--- src/rtl/transmissor_medidas_dht11.sv ---
// Formats latched DHT11 temperature/humidity as "TT.T;UU.U\r\n" and sends it over a UART TX line.
// Define TX_PARITY_EN to insert an even-parity bit per character (8E1); default build is 8N1.
module transmissor_medidas_dht11 #(
    parameter int BAUD_DIV = 5208
) (
    input  logic        clock,
    input  logic        reset,
    input  logic        transmitir,
    input  logic [15:0] temperatura,
    input  logic [15:0] umidade,
    output logic        saida_serial,
    output logic        ocupado,
    output logic        pronto
);

    localparam int BW = (BAUD_DIV > 1) ? $clog2(BAUD_DIV) : 1;
    localparam logic [BW-1:0] BAUD_LAST = BW'(BAUD_DIV - 1);
    localparam logic [3:0]    IDX_LAST  = 4'd10;

    typedef enum logic [2:0] {
        OCIOSO,
        CARREGA,
        INICIO,
        DADOS,
`ifdef TX_PARITY_EN
        PARIDADE,
`endif
        PARADA,
        FIM
    } estado_t;

    estado_t       estado, estado_next;
    logic [BW-1:0] baud_cnt, baud_next;
    logic [2:0]    bit_cnt, bit_next;
    logic [3:0]    indice, indice_next;
    logic          serial_next;
    logic          baud_fim;
    logic          conv_done;

    logic [6:0]    t_resto, u_resto;
    logic [3:0]    t_dezena, u_dezena;
    logic [3:0]    t_dec, u_dec;
    logic [7:0]    caractere;

    function automatic logic [6:0] satura_int(input logic [7:0] v);
        return (v >= 8'd99) ? 7'd99 : v[6:0];
    endfunction

    function automatic logic [3:0] satura_dec(input logic [7:0] v);
        return (v > 8'd9) ? 4'd9 : v[3:0];
    endfunction

    assign baud_fim  = (baud_cnt == BAUD_LAST);
    assign conv_done = (t_resto < 7'd10) && (u_resto < 7'd10);

    // Subtract-10 loop: remainder ends as the units digit, at most 9 steps per word.
    always_ff @(posedge clock or posedge reset) begin
        if (reset) begin
            t_resto  <= '0;
            u_resto  <= '0;
            t_dezena <= '0;
            u_dezena <= '0;
            t_dec    <= '0;
            u_dec    <= '0;
        end else if (estado == OCIOSO && transmitir) begin
            t_resto  <= satura_int(temperatura[15:8]);
            u_resto  <= satura_int(umidade[15:8]);
            t_dezena <= '0;
            u_dezena <= '0;
            t_dec    <= satura_dec(temperatura[7:0]);
            u_dec    <= satura_dec(umidade[7:0]);
        end else if (estado == CARREGA) begin
            if (t_resto >= 7'd10) begin
                t_resto  <= t_resto - 7'd10;
                t_dezena <= t_dezena + 4'd1;
            end
            if (u_resto >= 7'd10) begin
                u_resto  <= u_resto - 7'd10;
                u_dezena <= u_dezena + 4'd1;
            end
        end
    end

    always_comb begin
        case (indice)
            4'd0:    caractere = {4'h3, t_dezena};
            4'd1:    caractere = {4'h3, t_resto[3:0]};
            4'd2:    caractere = 8'h2E;
            4'd3:    caractere = {4'h3, t_dec};
            4'd4:    caractere = 8'h3B;
            4'd5:    caractere = {4'h3, u_dezena};
            4'd6:    caractere = {4'h3, u_resto[3:0]};
            4'd7:    caractere = 8'h2E;
            4'd8:    caractere = {4'h3, u_dec};
            4'd9:    caractere = 8'h0D;
            default: caractere = 8'h0A;
        endcase
    end

    always_ff @(posedge clock or posedge reset) begin
        if (reset) begin
            estado       <= OCIOSO;
            baud_cnt     <= '0;
            bit_cnt      <= '0;
            indice       <= '0;
            saida_serial <= 1'b1;
        end else begin
            estado       <= estado_next;
            baud_cnt     <= baud_next;
            bit_cnt      <= bit_next;
            indice       <= indice_next;
            saida_serial <= serial_next;
        end
    end

    always_comb begin
        estado_next = estado;
        baud_next   = baud_cnt;
        bit_next    = bit_cnt;
        indice_next = indice;
        case (estado)
            OCIOSO: begin
                if (transmitir) estado_next = CARREGA;
            end
            CARREGA: begin
                baud_next   = '0;
                bit_next    = '0;
                indice_next = '0;
                if (conv_done) estado_next = INICIO;
            end
            INICIO: begin
                if (baud_fim) begin
                    baud_next   = '0;
                    estado_next = DADOS;
                end else begin
                    baud_next = baud_cnt + 1'b1;
                end
            end
            DADOS: begin
                if (baud_fim) begin
                    baud_next = '0;
                    bit_next  = bit_cnt + 3'd1;
                    if (bit_cnt == 3'd7) begin
`ifdef TX_PARITY_EN
                        estado_next = PARIDADE;
`else
                        estado_next = PARADA;
`endif
                    end
                end else begin
                    baud_next = baud_cnt + 1'b1;
                end
            end
`ifdef TX_PARITY_EN
            PARIDADE: begin
                if (baud_fim) begin
                    baud_next   = '0;
                    estado_next = PARADA;
                end else begin
                    baud_next = baud_cnt + 1'b1;
                end
            end
`endif
            PARADA: begin
                if (baud_fim) begin
                    baud_next = '0;
                    if (indice == IDX_LAST) begin
                        estado_next = FIM;
                    end else begin
                        indice_next = indice + 4'd1;
                        estado_next = INICIO;
                    end
                end else begin
                    baud_next = baud_cnt + 1'b1;
                end
            end
            FIM:     estado_next = OCIOSO;
            default: estado_next = OCIOSO;
        endcase
    end

    // Line level is decoded from the next state so the registered output lines up with it.
    always_comb begin
        serial_next = 1'b1;
        case (estado_next)
            INICIO:   serial_next = 1'b0;
            DADOS:    serial_next = caractere[bit_next];
`ifdef TX_PARITY_EN
            PARIDADE: serial_next = ^caractere;
`endif
            default:  serial_next = 1'b1;
        endcase
        ocupado = (estado != OCIOSO) && (estado != FIM);
        pronto  = (estado == FIM);
    end

endmodule

--- config.mk ---
export PLATFORM = sky130hd
export DESIGN_NAME = transmissor_medidas_dht11
export DESIGN_NICKNAME = d
export VERILOG_FILES = /design/src/rtl/transmissor_medidas_dht11.sv
export SDC_FILE = /design/constraint.sdc
export NUM_CORES = 1
export LEC_CHECK = 0
export CORE_ASPECT_RATIO = 0.8
export CORE_MARGIN = 5
export CORE_UTILIZATION = 26
export DETAILED_ROUTE_END_ITERATION = 7
export GPL_TIMING_DRIVEN = 0
export HOLD_SLACK_MARGIN = 0.08
export PLACE_DENSITY_LB_ADDON = 0.08
export SYNTH_ARGS = -nofsm -noshare
export SYNTH_HDL_FRONTEND = slang
export SYNTH_SLANG_ARGS = --single-unit
--- constraint.sdc ---
create_clock -name clock -period 2.5 [get_ports clock]
set_input_delay 0.25 -clock clock [delete_from_list [all_inputs] [get_ports clock]]
set_output_delay 0.25 -clock clock [all_outputs]
set_load 0.02 [all_outputs]
# Word-level counts from Yosys, hierarchy flattened
# Index checks and enable logic that the tools add are counted.
# classes
magnitude_cmp	9
eq_ne	22
n_reduce_logical	16
mux	35
add_sub_neg	7
# ops
operator	n
7-bit two-way mux	8
6-bit case mux with 9 select lines	1
4-bit two-way mux	10
13-bit case mux with 2 select lines	1
3-bit two-way mux	8
4-bit by 3-bit equality test with 1-bit output (second input constant)	4
8-bit by 7-bit >= comparator with 1-bit output (second input constant)	2
8-bit by 4-bit greater-than comparator with 1-bit output (second input constant)	2
3-bit case mux with 5 select lines	1
7-bit by 4-bit >= comparator with 1-bit output (second input constant)	2
7-bit by 4-bit < comparator with 1-bit output (second input constant)	2
7-bit by 4-bit subtractor with 7-bit output (second input constant)	2
13-bit by 1-bit adder with 13-bit output (second input constant)	1
13-bit equality test (second input constant)	1
13-bit two-way mux	1
4-bit by 1-bit adder with 4-bit output (second input constant)	3
3-bit by 2-bit equality test with 1-bit output (second input constant)	4
4-bit equality test (second input constant)	3
2-bit nonzero test	5
3-bit equality test (second input constant)	3
4-bit by 2-bit equality test with 1-bit output (second input constant)	2
4-bit case mux with 2 select lines	1
3-bit case mux with 2 select lines	1
4-bit by 1-bit equality test with 1-bit output (second input constant)	1
other kinds (16)	20
# word_totals
elab_cells	100
input_bits	35
reg_bits	54
out_inout_bits	3

# Longest topological paths before layout
# Gate-level depths: netlist (run 1).
# depth
ltp_word	6
ltp_mapped	10
mapped_depth_nobuf	8

# Least setup slack after synthesis (run 1)
# No wires, ideal clock.
# synth_path
kind	reg2reg
start	register baud_cnt[0]
end	register saida_serial
period_less_slack_ns	2.207
arrival_ns	2.115
required_ns	2.408
slack_ns	0.293
path_stages_with_launch	10
setup_ns	0.092
path_buffers	2
cell_sequence	dfrtp_1 -> ha_1 -> and4b_4 -> buf_6 -> and3_1 -> buf_6 -> a221o_1 -> mux2_4 -> a22oi_2 -> o211ai_1
# synth_between
elab_chain_len	6
word_cells_on_any_way	12
cone_classes	3 x eq/ne; 9 x mux
# synth_lines
item	line_no	text
start, declared	33	logic [BW-1:0] baud_cnt, baud_next;
start signal, assigned	109	baud_cnt <= baud_next;
13-bit equality test	53	assign baud_fim = (baud_cnt == BAUD_LAST);
3-bit two-way mux	140	if (baud_fim) begin
3-bit case mux with 2 select lines	121	case (estado)
via bit_next[1]	34	logic [2:0] bit_cnt, bit_next;
1-bit binary-select mux with 3-bit select	187	DADOS: serial_next = caractere[bit_next];
1-bit two-way mux (not written as such)	187	
1-bit case mux with 2 select lines	185	case (estado_next)
via serial_next	36	logic serial_next;
end signal, assigned	112	saida_serial <= serial_next;
end, declared	11	output logic saida_serial,
# The timed path passes the listed nets, and every way through them passes these cells. The select of a mux whose other input is x is not followed.
# A chain may end at the register's enable or synchronous reset.

# Worst setup path after layout (run 1)
# Same ends and word-level chain as after synthesis.

==> reports/metrics.cfg, run 1 <==
[yosys]
syn-instance-count=381
synth-seq-cells=54
ys_seq_area_share_pct=39.3
syn_avg_cell_area_um2=9.03
synth-edff-count=0
async_flop_share_pct=100
syn_nets=427
yosysWarnings=0
syn-cell-area_mm2=0.00344
ys.flop_type=dfrtp_1
ys_types=68

[layout]
stdcell_count=601
final_cell_mix=dfrtp_1 (52), nand2_1 (37), clkdlybuf4s50_1 (37)
syn_to_final_growth_pct=23.0
finalInstanceArea_mm2=0.00423
fin_nets=471
n_antenna_cell=0
final_common_cell=dfrtp_1
drive_above_1_share_pct=7.98

[route]
drc_errors=0
wl_per_cell_um=16.1
drt-initial-drc-count=199
wl_mm=9.70
vias_per_cell=4.99
dr.pass1.iters=4
num_vias=2996
ant_nets=0

[clock_network]
clk_pin_slew_ps=70
clk_path_buf_depth=2
clk_latency_ps=290
htreeDepth=2
clkSinkCount=54
numCtsBuffers=5
cts_hold_buffers=0
postCtsSetupBuffers=0
cts_tree=yes
cts-root-buf=clkbuf_16

[floorplanning]
die_w_um=139
die-area_mm2=0.0156
pin_count=38
start_util_pct=26.6
coreArea_mm2=0.0129
num_rows=37
die_h_um=113

[setup_path]
crit_path_start_kind=register
cp_max_fo=8
crit_top_cell=buf_6
max_stage_delay_ps=410
critPathKind=register to register
cp.required_ps=2700
cp.arrival_ps=2600
cp_slowest_cell=dfrtp_1
cp-end-kind=register
cp_cell_sequence=ha_1, and4b_4, buf_6, and3_1, buf_6, a221o_1, mux2_4, a22oi_2, o211ai_1

[place]
dp_cells=594
hpwl_mm=7.27
portBuffers=37
pre_cts_ws_ps=-182
gp_congestion=0.766
placed_area_mm2=0.00406

[sta]
fin_crit_sh_pct=96.1
fmax_mhz=416
fin_crit_ps=2400
relSlewSlack_pct=51.3
fin_worst_skew_ps=3.98
slew_viol_final=0
setup_ws_ps=98.3
rsz0062_at_grt=false
hold_viol_final=0
setup_viol=0
worst_slew_pin_slew_ps=728

[power_and_ir_drop]
pwr-share-comb_pct=28.6
power_density_mw_per_mm2=702
seq_power_share_pct=47.2
switching_share_pct=33.9
power_leakage_nw=1.68
internal_power_mw=1.96
switchingPower_mw=1.01
vdd_drop_max_v=0.000289
finalPower_mw=2.97
power.share.clock_pct=24.3

[global_routing]
grtUsageTotal_pct=12.5
grt_pass1_vias=2969
antenna_found_initial=0
grt_pass1_wl_mm=15.9
grt_max_degree=36
grt-ovfl-total=0

[hold_path]
hold_path_class=primary input to asynchronous set/reset pin

[run_status]
status=complete, no violations

[flow_run]
maxCapViolCount=0

[per-stage QoR]
| stage | hold WS [ps] | util [%] | TNS, ps |
|---|---|---|---|
| after floorplan | 367 | - | 0 |
| after global placement | 480 | 31.2 | -24910 |
| after detailed placement | 475 | 31.4 | -1190 |
| after CTS | 311 | 32.6 | 0 |
| after global routing | 340 | 32.8 | 0 |
| final | 291 | 32.8 | 0 |
[synthesized netlist by cell type, drive strengths merged (7+ instances only)]
library cell	number	area [µm²]
nor3	15	75.1
inv	13	48.8
and3	13	81.3
nand2b	7	43.8
xor2	10	87.6
clkbuf	17	63.8
a22o	9	78.8
nand2	37	139
a21oi	20	104
ha	11	138
o21ai	36	180
dfrtp	53	1330
nor2	20	75.1
a31oi	7	43.8
[routing by layer]
metal	global-route usage, %	part of all wire, %	vias up
li1	-	-	1508
met1	18.9	55	1443
met2	18.4	42	39
met3	2.53	2.8	6
met4	2.74	0.92	0
met5	0	0	-
[sequential cells by signal, indices dropped and copies added (netlist names)]
register,cells
baud_cnt,13
bit_cnt,3
estado,3
indice,4
saida_serial,1
t_dec,4
t_dezena,4
t_resto,7
u_dec,4
u_dezena,4
u_resto,7
[critical path: cells and delay by family, from the launching register on]
kind	cells	cell delay [ps]
multiplexers	1	340
adder cells (fa/ha/maj)	1	270
AND/OR/NAND/NOR	2	360
flip-flops	1	410
AO/OA/AOI/OAI	3	660
buffers and inverters	2	260
[repair_timing]
action | in CTS | in global routing
resized for setup | 2 | 10
pin swaps | 0 | 1
hold endpoints to repair | 0 | 0
setup endpoints to repair | 13 | 22
[kinds of logic (layout without fill, tap and decap cells)]
kind of cell / Yosys count / in the layout / synth area share, %
AO/OA/AOI/OAI: 120 / 120 / 24.1
XOR/XNOR: 16 / 16 / 4.07
flip-flops: 54 / 54 / 39.3
AND/OR/NAND/NOR: 135 / 135 / 21.3
adder cells (fa/ha/maj): 11 / 11 / 4.00
multiplexers: 9 / 9 / 2.84
buffers and inverters: 36 / 81 / 4.44
[cell type report]
class | count | area, µm²
clock inverters | 1 | 5.00
inverters | 13 | 48.8
flip-flops and latches | 54 | 1350
repair buffers | 38 | 390
fillers | 1323 | 8680
plain buffers | 22 | 105
multi-input cells | 291 | 1970
clock buffers | 7 | 143
well taps | 175 | 219
[power by group through the flow]
stage	clock network [mW]	registers, mW	logic, mW
floorplan	0	1.34	0.616
global route	0.778	1.45	0.959
finish	0.720	1.40	0.849
CTS	0.752	1.41	0.850
detailed placement	0	1.42	0.845
global placement	0	1.42	0.833
[path summary, 6_finish.rpt]
kind | depth (start not counted) | from | to | slack, ps
setup / recovery | 9 | baud_cnt[0]$_DFFE_PP0P_ | saida_serial$_DFF_PP1_ | 100
hold / removal | 2 | reset | baud_cnt[1]$_DFFE_PP0P_ | 290
setup reg to reg | 9 | baud_cnt[0]$_DFFE_PP0P_ | saida_serial$_DFF_PP1_ | 100
hold reg to reg | 1 | baud_cnt[12]$_DFFE_PP0P_ | baud_cnt[12]$_DFFE_PP0P_ | 490
max in group asynchronous | 3 | reset | saida_serial$_DFF_PP1_ | 1580
min in group clock | 1 | baud_cnt[12]$_DFFE_PP0P_ | baud_cnt[12]$_DFFE_PP0P_ | 490
No activity file was read; power rests on OpenSTA's default activity.
==> inputs of run 2 (changes only) <==
--- a/constraint.sdc
+++ b/constraint.sdc
@@ -3,2 +3,2 @@
 set_output_delay 0.25 -clock clock [all_outputs]
-set_load 0.02 [all_outputs]
+set_load 0.005 [all_outputs]
==> run 2 against run 1 <==
Effect of this change: first-iteration DRC count increased by 0.50%; critical path depth stayed put; sequential power hardly changed; cell count unchanged; utilization hardly changed; wire length increased by 0.41%; die area unchanged; clock skew hardly changed; global-route usage unchanged; worst setup slack gained 2.0 ps; worst hold slack hardly changed; critical path type unchanged; critical endpoint unchanged; highest routed layer unchanged.
==> reports/metrics.cfg, run 2 (synthesized netlist as in run 1, its figures left out) <==
[sta]
rsz0062_at_grt=false  ; unchanged
fmax_mhz=417  ; was 416 MHz
hold_viol_final=0  ; unchanged
tns_ps=0  ; unchanged
setup_ws_ps=100  ; was 98.3 ps
relSlewSlack_pct=51.4  ; was 51.3%
setup_viol=0  ; unchanged
fin_worst_skew_ps=4.04  ; was 3.98 ps
fin_crit_ps=2400  ; about the same
slew_viol_final=0  ; unchanged
fin_crit_sh_pct=96.0  ; was 96.1%
worst_slew_pin_slew_ps=727  ; was 728 ps

[layout]
finalInstanceArea_mm2=0.00423  ; about the same
final_util_pct=32.8  ; about the same
regMostFlops=baud_cnt  ; unchanged
final_cell_mix=dfrtp_1 (52), nand2_1 (37), clkdlybuf4s50_1 (37)  ; unchanged
syn_to_final_growth_pct=22.9  ; was 23.0%
fill_cells=1324  ; was 1323
multi_input_area_mm2=0.00197  ; unchanged
reg.largest.list=baud_cnt: 13 flops, t_resto: 7 flops, u_resto: 7 flops  ; unchanged
final_common_cell=dfrtp_1  ; unchanged
stdcell_count=601  ; unchanged
fin_nets=471  ; unchanged
drive_above_1_share_pct=7.75  ; was 7.98%
register_area_mm2=0.00135  ; unchanged
n_antenna_cell=0  ; unchanged
largest_reg_flops=13  ; unchanged

[clock_network]
clk_pin_slew_ps=70  ; about the same
clkSinkCount=54  ; unchanged
cts-root-buf=clkbuf_16  ; unchanged
cts_tree=yes  ; unchanged
postCtsSetupBuffers=0  ; unchanged
clk_latency_ps=290  ; about the same
clk_path_buf_depth=2  ; unchanged
numCtsBuffers=5  ; unchanged
htreeDepth=2  ; unchanged
cts_hold_buffers=0  ; unchanged

[route]
ant_nets=0  ; unchanged
drt-initial-drc-count=200  ; was 199
drc_errors=0  ; unchanged
vias_per_cell=5.01  ; was 4.99
dr.pass1.iters=4  ; unchanged
wl_mm=9.74  ; was 9.70 mm
num_vias=3009  ; was 2996
wl_per_cell_um=16.2  ; was 16.1 µm

[setup_path]
critPathKind=register to register  ; unchanged
cp-end-kind=register  ; unchanged
cp_max_fo=8  ; unchanged
cp.arrival_ps=2600  ; about the same
reg2reg_from=baud_cnt[0]$_DFFE_PP0P_  ; unchanged
worstSetupStartpoint=baud_cnt[0]$_DFFE_PP0P_  ; unchanged
crit_path_start_kind=register  ; unchanged
cp.required_ps=2700  ; about the same

[run_status]
status=complete, no violations  ; unchanged

[global_routing]
met1_usage_pct=18.9  ; unchanged
grt-busiest-layer=met1  ; unchanged
grtUsageTotal_pct=12.5  ; unchanged
grt_pass1_vias=2969  ; unchanged
grt_pass1_wl_mm=15.9  ; unchanged
grt_use_met3_pct=2.53  ; unchanged
grt.met2_usage_pct=18.4  ; unchanged
antenna_found_initial=0  ; unchanged
grt-ovfl-total=0  ; unchanged
grt_max_degree=36  ; unchanged

[place]
gp_congestion=0.766  ; unchanged
dp_cells=594  ; unchanged
pre_cts_ws_ps=-182  ; unchanged
portBuffers=37  ; unchanged
placed_area_mm2=0.00406  ; unchanged
hpwl_mm=7.27  ; unchanged

[floorplanning]
start_util_pct=26.6  ; unchanged
coreArea_mm2=0.0129  ; unchanged
die_h_um=113  ; unchanged
die_w_um=139  ; unchanged
num_rows=37  ; unchanged
pin_count=38  ; unchanged
die-area_mm2=0.0156  ; unchanged

[power_and_ir_drop]
power_leakage_nw=1.68  ; about the same
vdd_drop_max_v=0.000289  ; about the same
power_density_mw_per_mm2=700  ; was 702 mW/mm²

[flow_run]
maxCapViolCount=0  ; unchanged

[hold_path]
hold_path_class=primary input to asynchronous set/reset pin  ; unchanged

[run 2: cell counts in the layout (fill, tap and decap cells not counted)]
Identical to the previous run, type by type.
[run 2: repair_timing]
action	in CTS	in global routing
endpoints found under the setup margin	13	20
resized for setup	2	8
endpoints found under the hold margin	0	0
pin swaps	0	1
cloned	0	0
[run 2: power by group]
group          leakage, nW  switching [mW]  internal [mW]
clock network       0.0739           0.322          0.399
logic                0.942           0.407          0.434
registers            0.665           0.268           1.13
total                 1.68           0.997           1.96
[run 2: stage by stage]
| stage | total power [mW] | hold WS [ps] |
|---|---|---|
| detailed placement | 2.26 | 475 |
| floorplan | 1.94 | 367 |
| finish | 2.96 | 291 |
| global route | 3.18 | 340 |
| CTS | 3.00 | 311 |
| global placement | 2.24 | 480 |
[run 2: final timing paths]
path                                                 end  slack (ps)  cells past startpoint
worst max-delay path              saida_serial$_DFF_PP1_         100                      9
worst min-delay path             baud_cnt[1]$_DFFE_PP0P_         290                      2
worst max register to register    saida_serial$_DFF_PP1_         100                      9
worst min register to register  baud_cnt[12]$_DFFE_PP0P_         490                      1
max in group asynchronous         saida_serial$_DFF_PP1_        1580                      3
min in group clock              baud_cnt[12]$_DFFE_PP0P_         490                      1
[run 2: area by class of cell]
| cell class | instances | area share (%) |
|---|---|---|
| Clock inverter | 1 | 0.118 |
| Clock buffer | 7 | 3.37 |
| Buffer | 22 | 2.45 |
| Tap cell | 175 | 5.18 |
| Multi-Input combinational cell | 291 | 46.5 |
| Timing Repair Buffer | 38 | 9.23 |
| Inverter | 13 | 1.15 |
| Sequential cell | 54 | 32.0 |
[run 2: critical path: stages, from the launching register on]
cell      delay (ps)
dfrtp_1          410
ha_1             260
and4b_4          200
buf_6            120
and3_1           160
buf_6            130
a221o_1          390
mux2_4           340
a22oi_2          160
o211ai_1         120
[run 2: metal layers]
metal  up-vias  part of all wire (%)
met3         6                   3.5
met4         0                  0.91
met2        47                    41
met5         -                     0
met1      1448                    54
li1       1508                     -
==> inputs of run 3 (changes only) <==
- CORE_MARGIN: 5 -> 2
==> run 3 against run 2 <==
Effect of this change: first-iteration DRC count decreased by 18%; die area fell by 9.4%; sequential cell count is the same; critical path depth unchanged; largest cell class unchanged.
==> reports/metrics.cfg, run 3 (synthesized netlist as in run 1, its figures left out) <==
[sta]
hold_viol_final=0  ; unchanged
rsz0062_at_grt=false  ; unchanged
fin_worst_skew_ps=5.63  ; was 4.04 ps
worst_slew_pin_slew_ps=769  ; was 727 ps
fmax_mhz=413  ; was 417 MHz
slew_viol_final=0  ; unchanged
tns_ps=0  ; unchanged
fin_crit_sh_pct=96.7  ; was 96.0%
setup_viol=0  ; unchanged
relSlewSlack_pct=48.6  ; was 51.4%
fin_crit_ps=2420  ; was 2400 ps

[run_status]
status=complete, no violations  ; unchanged

[floorplanning]
die_w_um=133  ; was 139 µm
die-area_mm2=0.0142  ; was 0.0156 mm²
num_rows=37  ; unchanged
die_h_um=107  ; was 113 µm
start_util_pct=26.7  ; was 26.6%
pin_count=38  ; unchanged
coreArea_mm2=0.0129  ; about the same

[layout]
fin_nets=471  ; unchanged
final_util_pct=32.9  ; was 32.8%
largest_reg_flops=13  ; unchanged
register_area_mm2=0.00135  ; unchanged
drive_above_1_share_pct=7.75  ; unchanged
final_common_cell=dfrtp_1  ; unchanged
regMostFlops=baud_cnt  ; unchanged
syn_to_final_growth_pct=23.0  ; was 22.9%
final_cell_mix=dfrtp_1 (52), nand2_1 (37), clkdlybuf4s50_1 (37)  ; unchanged
multi_input_area_mm2=0.00197  ; about the same
n_antenna_cell=0  ; unchanged
fill_cells=1393  ; was 1324
reg.largest.list=baud_cnt: 13 flops, t_resto: 7 flops, u_resto: 7 flops  ; unchanged

[route]
wl_mm=9.84  ; was 9.74 mm
num_vias=3059  ; was 3009
wl_per_cell_um=16.4  ; was 16.2 µm
dr.pass1.iters=4  ; unchanged
drc_errors=0  ; unchanged
ant_nets=0  ; unchanged
drt-initial-drc-count=165  ; was 200
vias_per_cell=5.09  ; was 5.01

[power_and_ir_drop]
pwr-share-comb_pct=28.4  ; about the same
power.share.clock_pct=24.4  ; was 24.3%
switching_share_pct=34.2  ; was 33.7%
seq_power_share_pct=47.2  ; was 47.3%
switchingPower_mw=1.02  ; was 0.997 mW
vdd_drop_max_v=0.000303  ; was 0.000289 V
power_density_mw_per_mm2=706  ; was 700 mW/mm²
internal_power_mw=1.97  ; was 1.96 mW
power_leakage_nw=1.68  ; about the same
finalPower_mw=2.99  ; was 2.96 mW

[clock_network]
htreeDepth=2  ; unchanged
clk_pin_slew_ps=70  ; about the same
cts-root-buf=clkbuf_16  ; unchanged
cts_hold_buffers=0  ; unchanged
clk_path_buf_depth=2  ; unchanged
cts_tree=yes  ; unchanged
clkSinkCount=54  ; unchanged
postCtsSetupBuffers=0  ; unchanged
numCtsBuffers=5  ; unchanged
clk_latency_ps=300  ; was 290 ps

[place]
hpwl_mm=7.27  ; about the same
portBuffers=37  ; unchanged
gp_congestion=0.747  ; was 0.766

[setup_path]
cp_num_buf_inv=2  ; unchanged
cp.required_ps=2700  ; about the same
cp.arrival_ps=2620  ; was 2600 ps
ff2ff_path_depth=9  ; unchanged
cp_max_fo=8  ; unchanged
r2r-end=saida_serial$_DFF_PP1_  ; unchanged
crit_family=compound AO/OA/AOI/OAI gates  ; unchanged
rrSetupSlack_ps=80  ; was 100 ps
crit_top_cell=buf_6  ; unchanged
max_stage_delay_ps=410  ; about the same
cp_cell_sequence=ha_1, and4b_4, buf_6, and3_1, buf_6, a221o_1, mux2_4, a22oi_2, o211ai_1  ; unchanged
reg2reg_from=baud_cnt[0]$_DFFE_PP0P_  ; unchanged
crit_path_start_kind=register  ; unchanged
cp_slowest_cell=dfrtp_1  ; unchanged
critPathKind=register to register  ; unchanged
cp-end-kind=register  ; unchanged

[global_routing]
grt-ovfl-total=0  ; unchanged
grt_max_degree=34  ; was 36
grt_pass1_wl_mm=16.3  ; was 15.9 mm
grtUsageTotal_pct=14.4  ; was 12.5%
antenna_found_initial=0  ; unchanged
grt_pass1_vias=2967  ; was 2969

[flow_run]
maxCapViolCount=0  ; unchanged

[hold_path]
hold_path_class=primary input to asynchronous set/reset pin  ; unchanged

[run 3: layout make-up]
type	count	area share [%]
inverter	13	1.15
buffer	22	2.45
clock buffer	7	3.37
multi-input combinational	291	46.5
timing repair buffer	38	9.23
clock inverter	1	0.118
tap	175	5.17
sequential	54	32.0
[run 3: repair_timing]
item	in CTS	in global routing
resized for setup	2	9
pin swaps	0	1
endpoints found under the setup margin	12	21
endpoints found under the hold margin	0	0
[run 3: stage by stage]
stage | cell area, µm² | std cells | setup WS [ps] | hold slack [ps]
after floorplan | 3440 | 381 | 293 | 367
after global placement | 4030 | 593 | -425 | 480
after detailed placement | 4060 | 594 | -103 | 498
after CTS | 4210 | 602 | 52.1 | 327
after global routing | 4230 | 601 | 3.30 | 368
final | 4230 | 601 | 81.6 | 308
[run 3: worst max path at each step]
stage                               to  depth (start not counted)               startpoint
4_1_cts        baud_cnt[9]$_DFFE_PP0P_                          8  baud_cnt[9]$_DFFE_PP0P_
6_report        saida_serial$_DFF_PP1_                          9  baud_cnt[0]$_DFFE_PP0P_
2_1_floorplan   saida_serial$_DFF_PP1_                          9  baud_cnt[0]$_DFFE_PP0P_
3_5_place_dp    t_resto[2]$_DFFE_PP0P_                          6      estado[0]$_DFF_PP0_
3_3_place_gp    t_resto[3]$_DFFE_PP0P_                          5               transmitir
5_1_grt          indice[1]$_DFFE_PP0P_                          8    indice[0]$_DFFE_PP0P_
[run 3: routing by layer]
layer	vias up	part of all wire, %	global-route usage [%]	wire length [µm]
met5	-	0	0	0
met4	0	0.69	3.38	68
met3	4	3.6	2.74	351
met2	43	41	20.4	4070
met1	1498	54	22.3	5360
li1	1514	-	-	-
[run 3: power by group through the flow]
stage	combinational [mW]	clock [mW]	sequential, mW
floorplan	0.616	0	1.33
global placement	0.824	0	1.42
detailed placement	0.837	0	1.42
CTS	0.845	0.756	1.41
global route	0.973	0.793	1.45
finish	0.848	0.729	1.41
